===== src/rtl/ex_cond_unit.sv =====
// Execute-stage condition unit: ID/EX control register, NZCV flag register, condition gating.
// Optional statistics counters are built when COND_STATS_EN is defined.
module ex_cond_unit #(
    parameter int CNT_W = 16
) (
    input  logic             clk,
    input  logic             reset,
    input  logic             StallE,
    input  logic             FlushE,
    input  logic [3:0]       CondD,
    input  logic [1:0]       FlagWD,
    input  logic             PCSD,
    input  logic             RegWD,
    input  logic             MemWD,
    input  logic [3:0]       ALUFlagsE,
    output logic             CondExE,
    output logic             PCSrcE,
    output logic             RegWriteE,
    output logic             MemWriteE,
    output logic [3:0]       FlagsE
`ifdef COND_STATS_EN
    ,
    output logic [CNT_W-1:0] ExecCnt,
    output logic [CNT_W-1:0] SquashCnt
`endif
);

    typedef struct packed {
        logic       valid;
        logic [3:0] cond;
        logic [1:0] flagw;
        logic       pcs;
        logic       regw;
        logic       memw;
    } idex_t;

    idex_t      ex;
    logic [3:0] flags;
    logic       cond_pass;
    logic       n, z, c, v;

    assign {n, z, c, v} = flags;

    always_comb begin
        cond_pass = 1'b0;
        unique case (ex.cond)
            4'b0000: cond_pass = z;
            4'b0001: cond_pass = !z;
            4'b0010: cond_pass = c;
            4'b0011: cond_pass = !c;
            4'b0100: cond_pass = n;
            4'b0101: cond_pass = !n;
            4'b0110: cond_pass = v;
            4'b0111: cond_pass = !v;
            4'b1000: cond_pass = c & !z;
            4'b1001: cond_pass = !c | z;
            4'b1010: cond_pass = (n == v);
            4'b1011: cond_pass = (n != v);
            4'b1100: cond_pass = !z & (n == v);
            4'b1101: cond_pass = z | (n != v);
            4'b1110: cond_pass = 1'b1;
            4'b1111: cond_pass = 1'b0;
        endcase
    end

    // Gating uses only registered state, so ALUFlagsE never reaches these outputs.
    assign CondExE   = ex.valid & cond_pass;
    assign PCSrcE    = ex.pcs  & CondExE;
    assign RegWriteE = ex.regw & CondExE;
    assign MemWriteE = ex.memw & CondExE;
    assign FlagsE    = flags;

    always_ff @(posedge clk or negedge reset) begin
        if (!reset) begin
            ex    <= '0;
            flags <= '0;
        end else begin
            // A taken branch squashes the wrong-path instruction even while stalled.
            if (FlushE | PCSrcE) begin
                ex <= '0;
            end else if (!StallE) begin
                ex.valid <= 1'b1;
                ex.cond  <= CondD;
                ex.flagw <= FlagWD;
                ex.pcs   <= PCSD;
                ex.regw  <= RegWD;
                ex.memw  <= MemWD;
            end
            if (CondExE & ex.flagw[1]) flags[3:2] <= ALUFlagsE[3:2];
            if (CondExE & ex.flagw[0]) flags[1:0] <= ALUFlagsE[1:0];
        end
    end

`ifdef COND_STATS_EN
    always_ff @(posedge clk or negedge reset) begin
        if (!reset) begin
            ExecCnt   <= '0;
            SquashCnt <= '0;
        end else if (!StallE && ex.valid) begin
            if (CondExE) ExecCnt   <= ExecCnt + 1'b1;
            else         SquashCnt <= SquashCnt + 1'b1;
        end
    end
`endif

endmodule


===== config.mk =====
export PLATFORM = sky130hd
export DESIGN_NAME = ex_cond_unit
export DESIGN_NICKNAME = d
export VERILOG_FILES = /design/src/rtl/ex_cond_unit.sv
export SDC_FILE = /design/constraint.sdc
export NUM_CORES = 1
export LEC_CHECK = 0
export ABC_AREA = 1
export CAP_MARGIN = 20
export CORE_MARGIN = 2
export CORE_UTILIZATION = 50
export CTS_CLUSTER_SIZE = 20
export DETAILED_ROUTE_END_ITERATION = 8
export PLACE_DENSITY = 0.85
export SYNTH_ARGS = -nofsm -noshare
export SYNTH_HDL_FRONTEND = slang
export SYNTH_SLANG_ARGS = --single-unit

===== constraint.sdc =====
create_clock -name clk -period 4.2 [get_ports clk]
set_clock_uncertainty 0.1 [all_clocks]
set_input_delay 0.42 -clock clk [delete_from_list [all_inputs] [get_ports clk]]
set_output_delay 0.42 -clock clk [all_outputs]
set_load 0.02 [all_outputs]

==> key figures <==
Place
  • Final Wtd Congestion: just under 0.9
  • Hpwl dp: roughly 1500 um
  • PortBufs: 24
  • DP Cell Count: between 150 and 200

Global route
  • Initial antenna violation count: 0
  • Gr usage total: 21.1%
  • GR peak layer: met2
  • GR Layer Usage met3: about 5.5%
  • First-pass GRT wire length: between 3000 and 4000 um
  • Largest net degree at the start of global routing: 17
  • M1 GR Usage: 24.9%
  • Total grt overflow: 0
  • Grt met2 use: about a third
  • Vias in the first global route: around 760

Power
  • Leakage: around 0.59 nW
  • Pint: ~0.32 mW
  • Reg power frac: between 30% and 40%
  • Switching Power: about 0.21 mW
  • Design Power: between 0.5 and 0.6 mW
  • Combinational share of power: between 40 and 50%
  • Power Density: ~450 nW/um^2
  • Maximum VDD drop: 0.000243 V
  • Clock share of power: 18.1%
  • Sw Share: between 30% and 40%

Finish
  • Syn-to-layout area delta: 33.3%
  • Share of layout cells above drive strength 1: between 10% and 20%
  • Fill cells: approximately 150
  • Non-filler cells, final: between 150 and 200
  • Total inserted antenna cells: 0
  • Final #Nets: about 170

Clock tree
  • CTS tree: built
  • CTS root buffer: clkbuf_4
  • Hold Buf Count CTS: 0
  • Post-CTS Resized: 0
  • Clock Latency Late Sink: roughly 0.28 ns
  • Setup bufs post-CTS: 0
  • Total CTS buffers: 3
  • Reg clk slew, reported paths: approximately 0.09 ns
  • Maximum clock path buffer count: 2
  • H-tree lvl count: 1
  • Clock sinks: 14

Detailed routing
  • Via/cell ratio: around 5
  • Post-DRT Antenna Nets: 0
  • Routed wire length: 1880 um
  • DRC: 0
  • Drt pass-1 iters: 4
  • Total number of vias: 862
  • Wirelength per Cell: about 11 um
  • Drt first-iter violations: 9

Synthesis
  • Synth Area per Inst: 7.06 sq um
  • Syn nets: ~140
  • Register area share after synthesis: just under 40%
  • Syn Inst Count: between 100 and 150
  • Synth warnings: 0
  • Post-synthesis instance area: ~890 sq um
  • Commonest cells post-synth: nand2_1 (43), dfrtp_1 (14), inv_1 (13), nor2_2 (13), nor2_1 (12)
  • Count leader, synth: nand2_1
  • Yosys top cell by area: dfrtp_1
  • Async S/R FF share, synth: 100%
  • Yosys reg bits: 14
  • Post-synth EDFFs: 0
  • Synth cell types: 16
  • Synth top area share: 39.4%
  • Ranking of synthesized cells by area: dfrtp_1 (39%), nand2_1 (18%), nor2_2 (9.1%), inv_1 (5.5%), nor2_1 (5.1%)
  • Top_reg_cell synth: dfrtp_1

Floorplanning
  • Ports: 25
  • DIE AREA: 2130 sq um
  • Core ar.: 1710 sq um
  • Initial Util: a little over half
  • FP Rows: 15
  • Die Width: around 46 um
  • Die Y: 46.2 um

STA
  • Hold Violations, Final: 0
  • Setup TNS: 0 ns
  • Min cycle time layout: approximately 2.7 ns
  • Slew margin rel.: between 50% and 60%
  • Hold Slack: approximately 0.42 ns
  • Final Cycle Share: between 60 and 70%
  • Final slew viol count: 0
  • Slew @ Worst Pin: approximately 0.6 ns
  • # setup viols final: 0
  • FMAX: about 0.37 GHz
  • RSZ-0062 raised after global routing: no

Run
  • MaxCap Viol Count: 0

Critical path
  • Startpoint Class: flop
  • Setup crit end kind: output pin
  • CP cell instances: inv_2 > nand2_1 > nor2_1 > nand2_1 > nand2_1 > nor2_2 > nand4_4 > nand2_1 > nor2_1 > clkdlybuf4s50_1
  • Critical Path AT: between 2 and 2.5 ns
  • CP peak stage delay: ~0.6 ns
  • Largest fanout on the critical path: 8
  • Crit-path slowest cell: clkdlybuf4s50_1
  • Crit path required time: 3.68 ns
  • Crit path kind: reg -> out
  • Most used cell, CP: nand2_1

Hold path
  • Hold WC Path Type: in -> async

Status
  • Outcome: complete, no violations
worst max-delay path, delay by kind of cell, from the launching register on:
family,cells,cell delay (ns)
buffers and inverters,2,0.72
flip-flops,1,0.43
AND/OR/NAND/NOR,8,0.79
worst paths after layout:
path | cells after the start | startpoint | slack (ns) | endpoint
worst max-delay path | 10 | ex[5] | 1.48 | MemWriteE
worst min-delay path | 1 | reset | 0.42 | FlagsE[0]
worst max register to register | 10 | ex[5] | 2.54 | ex[6]
worst min register to register | 2 | FlagsE[2] | 0.44 | FlagsE[2]
max in group asynchronous | 1 | reset | 3.18 | ex[9]
min in group clk | 2 | FlagsE[2] | 0.44 | FlagsE[2]
routing by layer:
metal,routed length [um],vias to the layer above
li1,-,445
met1,826,394
met2,946,21
met3,86,2
met4,17,0
met5,0,-
power by group through the flow:
stage,Sequential (mW),Combinational [mW],Clock (mW)
after floorplan,0.215,0.129,0
after global placement,0.198,0.232,0
after detailed placement,0.199,0.239,0
after CTS,0.197,0.239,0.0980
after global routing,0.201,0.262,0.106
final,0.196,0.236,0.0953
sequential cells by signal, summed over array words and instances (netlist names):
register	cells
FlagsE	4
ex	10
placed cells by master, fill, tap and decap left out:
cell type	count
nand2_1	43
clkdlybuf4s50_1	24
dfrtp_1	14
inv_1	13
nor2_2	13
nor2_1	12
o21ai_0	7
nand3_1	7
nand4_1	4
mux2i_1	3
clkbuf_4	3
inv_2	2
o211ai_1	1
o2bb2ai_1	1
nand4_4	1
nand3_2	1
nand2_4	1
clkbuf_8	1
area by class of cell:
class	count	area, sq um	area share, %
repair buffers	24	240	20.3
clock buffers	4	36.3	3.06
well taps	25	31.3	2.64
inverters	15	56.3	4.75
flip-flops and latches	14	350	29.5
multi-input cells	94	472	39.8
cells by family after synthesis:
kind of cell           synth area share, %
flip-flops                            39.4
buffers and inverters                 7.60
multiplexers                          3.38
AO/OA/AOI/OAI                         5.77
AND/OR/NAND/NOR                       43.9
per-stage QoR:
| step | worst slack [ns] | utilization (%) | cell area, sq um |
|---|---|---|---|
| after CTS | 1.45 | 69.5 | 1190 |
| after floorplan | 2.28 | - | 890 |
| final | 1.48 | 69.5 | 1190 |
| after detailed placement | 1.77 | 67.3 | 1150 |
| after global placement | 1.86 | 67.3 | 1150 |
| after global routing | 1.24 | 69.5 | 1190 |
Power figures use the tool's default switching activity.
